`config.mk`:
```
export PLATFORM = sky130hd
export DESIGN_NAME = note_sequencer
export DESIGN_NICKNAME = d
export VERILOG_FILES = /design/src/rtl/music_pkg.sv /design/src/rtl/divide_by12.sv /design/src/rtl/tone_gen.sv /design/src/rtl/note_sequencer.sv
export SDC_FILE = /design/constraint.sdc
export NUM_CORES = 1
export LEC_CHECK = 0
export ABC_AREA = 1
export CAP_MARGIN = 30
export CELL_PAD_IN_SITES_DETAIL_PLACEMENT = 1
export CELL_PAD_IN_SITES_GLOBAL_PLACEMENT = 1
export CORE_UTILIZATION = 49
export DETAILED_ROUTE_END_ITERATION = 10
export GPL_TIMING_DRIVEN = 1
export PLACE_DENSITY_LB_ADDON = 0.12
export SLEW_MARGIN = 10
export SYNTH_ARGS = -nofsm -noshare
export SYNTH_HDL_FRONTEND = slang
export SYNTH_SLANG_ARGS = --single-unit
```
`constraint.sdc`:
```
create_clock -name clk -period 3.1 [get_ports clk]
set_clock_uncertainty 0.05 [all_clocks]
set_input_delay 0.465 -clock clk [delete_from_list [all_inputs] [get_ports clk]]
set_output_delay 0.465 -clock clk [all_outputs]
set_load 0.05 [all_outputs]
```
`src/rtl/music_pkg.sv`:
```
// Shared types, widths and the semitone divider table for the note sequencer.
package music_pkg;

    localparam int NOTE_W = 6;
    localparam int DIV_W  = 9;
    localparam int OCT_W  = 8;
    localparam int QUOT_W = 3;
    localparam int REM_W  = 4;
    localparam int DUR_W  = 32;

    typedef enum logic [2:0] {
        IDLE,
        FETCH,
        LOAD,
        PLAY,
        GAP
    } state_t;

    localparam logic [DIV_W-1:0] NOTE_DIV [12] = '{
        9'd511, 9'd482, 9'd455, 9'd430, 9'd405, 9'd382,
        9'd361, 9'd341, 9'd322, 9'd303, 9'd286, 9'd270
    };

    // Table lookup by constant indices; out-of-range semitones fall back to entry 0.
    function automatic logic [DIV_W-1:0] note_div(input logic [REM_W-1:0] rem);
        logic [DIV_W-1:0] div;
        div = NOTE_DIV[0];
        for (int i = 0; i < 12; i++) begin
            if (rem == REM_W'(i)) div = NOTE_DIV[i];
        end
        return div;
    endfunction

endpackage

```
`src/rtl/divide_by12.sv`:
```
// Combinational split of a 6-bit note number into octave (note/12) and semitone (note%12).
module divide_by12 (
    input  logic [5:0] numer,
    output logic [2:0] quotient,
    output logic [3:0] remain
);

    logic [5:0] base;

    always_comb begin
        // NOTE: every output gets a default before any branch, so no latch is inferred.
        quotient = '0;
        base     = '0;
        for (int i = 1; i < 6; i++) begin
            if (numer >= 6'(12 * i)) begin
                quotient = 3'(i);
                base     = 6'(12 * i);
            end
        end
        remain = 4'(numer - base);
    end

endmodule

```
`src/rtl/tone_gen.sv`:
```
// Two-stage divider chain (semitone then octave) that toggles the speaker square wave.
module tone_gen
    import music_pkg::*;
(
    input  logic              clk,
    input  logic              rst_n,
    input  logic              enable,
    input  logic              load,
    input  logic [QUOT_W-1:0] quot,
    input  logic [REM_W-1:0]  rem,
    output logic              speaker
);

    logic [DIV_W-1:0] cnt_note;
    logic [DIV_W-1:0] div_rld;
    logic [OCT_W-1:0] cnt_oct;
    logic [OCT_W-1:0] oct_rld;

    // NOTE: sequential state uses non-blocking assignments so every register samples pre-edge values.
    always_ff @(posedge clk or negedge rst_n) begin
        if (!rst_n) begin
            cnt_note <= '0;
            div_rld  <= '0;
            cnt_oct  <= '0;
            oct_rld  <= '0;
            speaker  <= 1'b0;
        end else if (load) begin
            div_rld  <= note_div(rem);
            cnt_note <= note_div(rem);
            oct_rld  <= 8'hFF >> quot;
            cnt_oct  <= 8'hFF >> quot;
            speaker  <= 1'b0;
        end else if (enable) begin
            if (cnt_note == '0) begin
                cnt_note <= div_rld;
                if (cnt_oct == '0) begin
                    cnt_oct <= oct_rld;
                    speaker <= ~speaker;
                end else begin
                    cnt_oct <= cnt_oct - 1'b1;
                end
            end else begin
                cnt_note <= cnt_note - 1'b1;
            end
        end else begin
            // Any cycle without tone (rest, PLAY exit, stop, other states) is silent.
            speaker <= 1'b0;
        end
    end

endmodule

```
`src/rtl/note_sequencer.sv`:
```
// Steps through a note ROM, playing each note for NOTE_LEN cycles followed by GAP_LEN silent cycles.
module note_sequencer
    import music_pkg::*;
#(
    parameter int NOTE_LEN = 4000000,
    parameter int GAP_LEN  = 400000,
    parameter int SONG_LEN = 64
) (
    input  logic              clk,
    input  logic              rst_n,
    input  logic              start,
    input  logic              stop,
    output logic [NOTE_W-1:0] note_addr,
    input  logic [NOTE_W-1:0] note_data,
    output logic              speaker,
    output logic              busy,
    output logic              done
);

    state_t            state;
    state_t            state_n;
    logic [DUR_W-1:0]  dur_cnt;
    logic [NOTE_W-1:0] note_q;
    logic [QUOT_W-1:0] quot;
    logic [REM_W-1:0]  rem;
    logic              play_last;
    logic              gap_last;
    logic              last_addr;
    logic              tone_en;
    logic              tone_load;

    assign play_last = (dur_cnt == DUR_W'(NOTE_LEN - 1));
    assign gap_last  = (dur_cnt == DUR_W'(GAP_LEN - 1));
    assign last_addr = (note_addr == NOTE_W'(SONG_LEN - 1));
    assign busy      = (state != IDLE);

    always_comb begin
        state_n = state;
        if (stop) begin
            state_n = IDLE;
        end else begin
            case (state)
                IDLE:    if (start) state_n = FETCH;
                FETCH:   state_n = LOAD;
                LOAD:    state_n = PLAY;
                PLAY:    if (play_last) state_n = GAP;
                GAP:     if (gap_last) state_n = last_addr ? IDLE : FETCH;
                default: state_n = IDLE;
            endcase
        end
    end

    always_ff @(posedge clk or negedge rst_n) begin
        if (!rst_n) begin
            state     <= IDLE;
            dur_cnt   <= '0;
            note_addr <= '0;
            note_q    <= '0;
            done      <= 1'b0;
        end else begin
            state <= state_n;
            done  <= !stop && (state == GAP) && gap_last && last_addr;

            // The duration counter restarts on every state change, so it never wraps inside a state.
            if ((state_n == state) && ((state == PLAY) || (state == GAP)))
                dur_cnt <= dur_cnt + 1'b1;
            else
                dur_cnt <= '0;

            if (state_n == IDLE)
                note_addr <= '0;
            else if ((state == GAP) && gap_last)
                note_addr <= note_addr + 1'b1;

            if (stop)
                note_q <= '0;
            else if (state == LOAD)
                note_q <= note_data;
        end
    end

    // ROM data is valid during LOAD; the tone counters load from it on the LOAD->PLAY edge.
    divide_by12 u_div (
        .numer    (note_data),
        .quotient (quot),
        .remain   (rem)
    );

    assign tone_load = (state == LOAD);
    assign tone_en   = (state == PLAY) && !stop && !play_last && (note_q != '0);

    tone_gen u_tone (
        .clk     (clk),
        .rst_n   (rst_n),
        .enable  (tone_en),
        .load    (tone_load),
        .quot    (quot),
        .rem     (rem),
        .speaker (speaker)
    );

endmodule
```
# Word-level counts from Yosys, hierarchy flattened
# Cells that the tools add are included.
dict set report classes {
  addsub 5
  multipliers 0
  n_div 0
  order_cmp 5
  n_eq_ne 21
  shifts 1
  mux 43
  bitwise 1
  reduce_logical 23
}
# cell n
set op_table {}
lappend op_table {{$mux W9} 10}
lappend op_table {{$add A32 B1 Y32 const B} 1}
lappend op_table {{$eq A32 B19 Y1 const B} 1}
lappend op_table {{$eq A32 B22 Y1 const B} 1}
lappend op_table {{$mux W32} 1}
lappend op_table {{$mux W8} 4}
lappend op_table {{$mux W6} 5}
lappend op_table {{$mux W4} 5}
lappend op_table {{$ge A6 B6 Y1 const B} 3}
lappend op_table {{$mux W3} 6}
lappend op_table {{$eq A4 B3 Y1 const B} 4}
lappend op_table {{$eq A4 B4 Y1 const B} 4}
lappend op_table {{$pmux W3 S5} 1}
lappend op_table {{$mux W7} 2}
lappend op_table {{$logic_not A9 Y1} 1}
lappend op_table {{$sub A9 B1 Y9 const B} 1}
lappend op_table {{$eq A4 B2 Y1 const B} 2}
lappend op_table {{$logic_and A1 B1 Y1} 8}
lappend op_table {{$logic_not A8 Y1} 1}
lappend op_table {{$reduce_bool A2 Y1} 4}
lappend op_table {{$shr A8 B3 Y8 const A} 1}
lappend op_table {{$sub A8 B1 Y8 const B} 1}
lappend op_table {{$add A6 B1 Y6 const B} 1}
lappend op_table {{$eq A3 B2 Y1 const B} 2}
lappend op_table {{19 further kinds} 29}
dict set report word_totals {
  register_bits 83
  latchBits 0
  ramBits 0
  rom_bits 0
  inputBits 10
  output_inout_bits 9
  wordCells 109
  mem_count 0
}

# Logic depth before layout (Yosys ltp)
dict set report logic_depth {
  ltp_word 20
  depth_mapped 16
  depth_no_buf 16
}

# Modules after synthesis
# A second synthesis with hierarchy kept.
dict set report hier_totals {
  cells_unflattened 716
  area_unflattened_um2 5101.1
}
# mod n_inst cells_each area_per_inst_um2 seq_area_each_um2
set modules_own_cells {}
lappend modules_own_cells {note_sequencer 1 398 2887.8 1201.2}
lappend modules_own_cells {tone_gen 1 291 2080.7 850.8}
lappend modules_own_cells {divide_by12 1 27 132.6 0.0}

# Worst setup path before layout
# No wires, ideal clock.
dict set report synth_path {
  path_type {in2reg}
  startpoint {input port note_data[3]}
  endpoint {register u_tone.cnt_note[5]}
  setup_ps 117
  t_arrival_ps 1896
  path_slack_ps 1037
  stages 14
  n_path_buf 0
  path_cell_list {o21ai_0 o21ai_0 nand2_1 nand2_1 ha_1 inv_1 nor2_1 inv_1 nand2_1 o21ai_0 nand2_1 nand2_1 nand2_1 nand2_1}
}
dict set report synth_via {
  elab_chain_len 19
  elab_cells_between_ends 32
  classes_between {1 x add/sub; 5 x order compare; 10 x eq/ne; 16 x mux}
}
# element line_no
set synth_rtl {}
lappend synth_rtl {{from (decl)} note_sequencer.sv:14} ;# input logic [NOTE_W-1:0] note_data,
lappend synth_rtl {{$ge A6 B4 Y1} divide_by12.sv:15} ;# if (numer >= 6'(12 * i)) begin
lappend synth_rtl {{$mux W4 (5 in series)} divide_by12.sv:15}
lappend synth_rtl {{$sub A4 B4 Y4 *} divide_by12.sv:20} ;# remain = 4'(numer - base);
lappend synth_rtl {{$eq A4 B2 Y1} music_pkg.sv:29} ;# if (rem == REM_W'(i)) div = NOTE_DIV[i];
lappend synth_rtl {{$mux W6} music_pkg.sv:29}
lappend synth_rtl {{$mux W7 (2 in series)} music_pkg.sv:29}
lappend synth_rtl {{$mux W9 (6 in series)} music_pkg.sv:29}
lappend synth_rtl {{$mux W9 *} music_pkg.sv:29}
lappend synth_rtl {{$mux W9 *} tone_gen.sv:27} ;# end else if (load) begin
lappend synth_rtl {{to (signal assigned)} tone_gen.sv:29} ;# cnt_note <= note_div(rem);
lappend synth_rtl {{to (signal assigned)} tone_gen.sv:35} ;# cnt_note <= div_rld;
lappend synth_rtl {{to (signal assigned)} tone_gen.sv:43} ;# cnt_note <= cnt_note - 1'b1;
lappend synth_rtl {{to (decl)} tone_gen.sv:14} ;# logic [DIV_W-1:0] cnt_note;
# Mark *: on every way between the ends. The rest lies on a longest branch, timed or not.
# A chain may end at the register's enable or synchronous reset.

# Final worst setup path
# Ends and elaborated chain as after synthesis.

==> impl_metrics.env <==
export IMPL_outcome="finished clean"
export IMPL_cts_tree="done"
export IMPL_track_usage=0.2588
export IMPL_fillers=1144
export IMPL_firstDrtPassIters=4
export IMPL_drc=0
export IMPL_r2r_end="dur_cnt[2]$_DFF_PN0_"
export IMPL_routed_top_layer="met4"
export IMPL_cp_data_required_time_ns=3.31
export IMPL_start_kind="input pin"
export IMPL_rrSetupSlack_ns=0.56
export IMPL_rsz0062_at_grt="false"
export IMPL_ys_flop_type="dfrtp_1"
export IMPL_htreeDepth=3
export IMPL_avgSynthCellArea_um2=7.676
export IMPL_finalCritPeriodShare=0.8401
export IMPL_postRouteAntennaNets=0
export IMPL_gp_congestion=0.8479
export IMPL_synthCells=601
export IMPL_vias_per_cell=5.520
export IMPL_drt_met1_wl_um=5185
export IMPL_die_area_um2=9807
export IMPL_cts_hold_buffers=1
export IMPL_holdPathStages=1
export IMPL_max_stage_delay_ns=0.53
export IMPL_die_y_um=99.03
export IMPL_ys_ff_latch=82
export IMPL_reg2reg_depth=15
export IMPL_clk_pin_slew_ns=0.09
export IMPL_syn_area_um2=4613
export IMPL_gr_total_overflow=0
export IMPL_ys_top_cells_by_area="dfrtp_1 44%, nand2_1 11%, nor2_1 7.6%"
export IMPL_cp_top_family="buffers and inverters"
export IMPL_grt_pass1_vias=4231
export IMPL_nets=644
export IMPL_dp_final_hpwl_um=8776
export IMPL_setup_viol=0
export IMPL_routed_wl_met2_um=5949
export IMPL_yosysTopAreaCell="dfrtp_1"
export IMPL_io_buffers=18
export IMPL_root_buffer="clkbuf_8"
export IMPL_timing_rr_start="dur_cnt[0]$_DFF_PN0_"
export IMPL_cp_cell_sequence="clkdlybuf4s50_1, o21ai_0, o21ai_0, nand2_1, nand2_1, ha_1, inv_1, nor2_1, inv_1, nand2_1, o21ai_0, nand2_1, nand2_1, nand2_1, nand2_1"
export IMPL_detail_route_wl_per_cell_um=15.76
export IMPL_synth_async_reset_ratio=1.000
export IMPL_crit_type="input pin to flop"
export IMPL_place_inst=727
export IMPL_syn_to_final_growth_pct=12.07
export IMPL_postCtsSetupBuffers=0
export IMPL_grt_max_degree=60
export IMPL_final_max_slew_viol_count=0
export IMPL_clock_sinks=82
export IMPL_path_buf_inv=3
export IMPL_start_util=0.5016
export IMPL_synth_cell_types=34
export IMPL_slowest_stage="clkdlybuf4s50_1"
export IMPL_synth_edf_count=0
export IMPL_synth_most_common_cell="nand2_1"
export IMPL_synth_warnings=0
export IMPL_grt_pass1_wl_um=19920
export IMPL_cts_buffers=9
export IMPL_drt_iter0_markers=114
export IMPL_ys_seq_area_frac=0.4448
export IMPL_drive_gt1_frac=0.05529
export IMPL_ioPinCount=19
export IMPL_instances_no_fill=744
export IMPL_cts_resized=0
export IMPL_core_area_um2=9196
export IMPL_ir_drop_mv=0.4390
export IMPL_period_needed_ns=2.604
export IMPL_wl_um=11730
export IMPL_cp_common_cell="nand2_1"
export IMPL_synth_top_area_frac=0.4448
export IMPL_worstPathArrival_ns=2.81
export IMPL_die_w_um=99.03
export IMPL_tightest_slew_ns=0.5863
export IMPL_synth_nets=617
export IMPL_clk_insertion_delay_late_ns=0.37
export IMPL_rows=35
export IMPL_clockBufferDepth=2
export IMPL_met3WireLength_um=310
export IMPL_p_per_area_nw_per_um2=497.7
export IMPL_cp_end_kind="flop"
export IMPL_p_leak_nw=2.285
export IMPL_diodes=0
export IMPL_relSlewSlack=0.6082
export IMPL_antenna_found_initial=0
export IMPL_fmax_mhz=384.0
export IMPL_hold_viol=0
export IMPL_min_path_type="flop to flop"
export IMPL_whs_endpoint="u_tone.oct_rld[1]$_DFFE_PN0P_"
export IMPL_min_delay_start="u_tone.oct_rld[1]$_DFFE_PN0P_"
export IMPL_fin_setup_tns_ns=0
export IMPL_vias=4107
export IMPL_maxCapViolCount=0
export IMPL_yosys_top_cells_count="133 x nand2_1, 94 x nor2_1, 82 x dfrtp_1, 69 x inv_1, 43 x nand3_1"
export IMPL_critPathMaxFanout=7
## cells by family after synthesis
group,synth area share
AND/OR/NAND/NOR,0.3021
flip-flops,0.4448
buffers and inverters,0.06943
AO/OA/AOI/OAI,0.09520
XOR/XNOR,0.07215
adder cells (fa/ha/maj),0.01627
## metrics by stage
stage	utilization	setup slack, ns	cell area (um2)	total power, mW	hold slack, ns
global placement	0.5335	0.3248	4906	1.682	0.4023
floorplan	-	1.037	4613	1.569	0.1194
finish	0.5622	0.4956	5170	2.573	0.4237
detailed placement	0.5365	0.1215	4933	1.710	0.3468
CTS	0.5622	0.4950	5170	2.600	0.4274
global route	0.5622	0.2602	5170	2.721	0.4448
## flip-flops by register name, summed over array words and instances, names as in the netlist
| register | count |
|---|---|
| dur_cnt | 32 |
| u_tone.div_rld | 8 |
| note_q | 6 |
| u_tone.cnt_oct | 8 |
| u_tone.oct_rld | 8 |
| done | 1 |
| u_tone.speaker | 1 |
| u_tone.cnt_note | 9 |
| note_addr | 6 |
| state | 3 |
## worst register-to-register path, cell delays in order, from the launching register on
cell and delay [ns]:
dfrtp_1 0.41, ha_1 0.21, nand2_1 0.09, nor2_2 0.11, nand2_1 0.11, nor2_4 0.15, nand2_2 0.09, nor3_4 0.20
nand2_1 0.12, nand2_1 0.08, nand2_1 0.06, nand2_2 0.10, inv_2 0.07, o22ai_4 0.09, buf_4 0.35, nor2_1 0.12
## cells in the final DEF (no fill, tap or decap), types with 2 or more instances in the layout
master	netlist	layout
nand2_1	133	133
o2111ai_1	2	2
a31oi_1	6	6
a21oi_1	14	14
nor4_1	5	5
buf_4	0	5
inv_1	69	69
nor3_1	16	16
a22oi_1	3	3
nand4_1	21	21
nand2_2	2	2
o21ai_0	33	33
bufinv_16	0	2
clkinv_4	0	3
nor2_2	4	4
o22ai_1	3	3
nor2_1	94	94
dfrtp_1	82	82
o211ai_1	6	6
or2_2	3	3
nand3_1	43	43
xnor2_1	15	15
clkbuf_8	0	9
xor2_1	23	23
ha_1	6	6
clkdlybuf4s50_1	0	17
## metal layers
layer / vias to the layer above / track usage
met5: - / 0
met1: 2007 / 0.3182
li1: 2021 / -
met4: 0 / 0.1056
met3: 23 / 0.04752
met2: 56 / 0.4481
## report_power, final
group	leakage [nW]	total [mW]	switching [mW]	internal, mW
Combinational	1.13	0.422	0.260	0.162
Clock	0.110	0.878	0.418	0.460
Sequential	1.04	1.27	0.0853	1.19
## worst max path at each step
stage / from / to / slack (ns) / cells past startpoint
after CTS: note_data[3] / u_tone.cnt_note[5]$_DFFE_PN0P_ / 0.50 / 15
after global placement: note_data[3] / u_tone.cnt_note[5]$_DFFE_PN0P_ / 0.32 / 15
after global routing: note_data[3] / u_tone.cnt_note[5]$_DFFE_PN0P_ / 0.26 / 15
after detailed placement: note_data[3] / u_tone.cnt_note[5]$_DFFE_PN0P_ / 0.12 / 15
after floorplan: note_data[3] / u_tone.cnt_note[5]$_DFFE_PN0P_ / 1.04 / 14
final: note_data[3] / u_tone.cnt_note[5]$_DFFE_PN0P_ / 0.50 / 15
## final cells by class
| type | instances | area, um2 | area share |
|---|---|---|---|
| clock buffers | 9 | 123.9 | 0.02396 |
| clock inverters | 7 | 102.6 | 0.01985 |
| inverters | 71 | 266.5 | 0.05155 |
| multi-input cells | 440 | 2241 | 0.4334 |
| flip-flops and latches | 82 | 2052 | 0.3969 |
| well taps | 111 | 138.9 | 0.02686 |
| repair buffers | 24 | 245.2 | 0.04743 |
(Power assumes the default switching activity.)
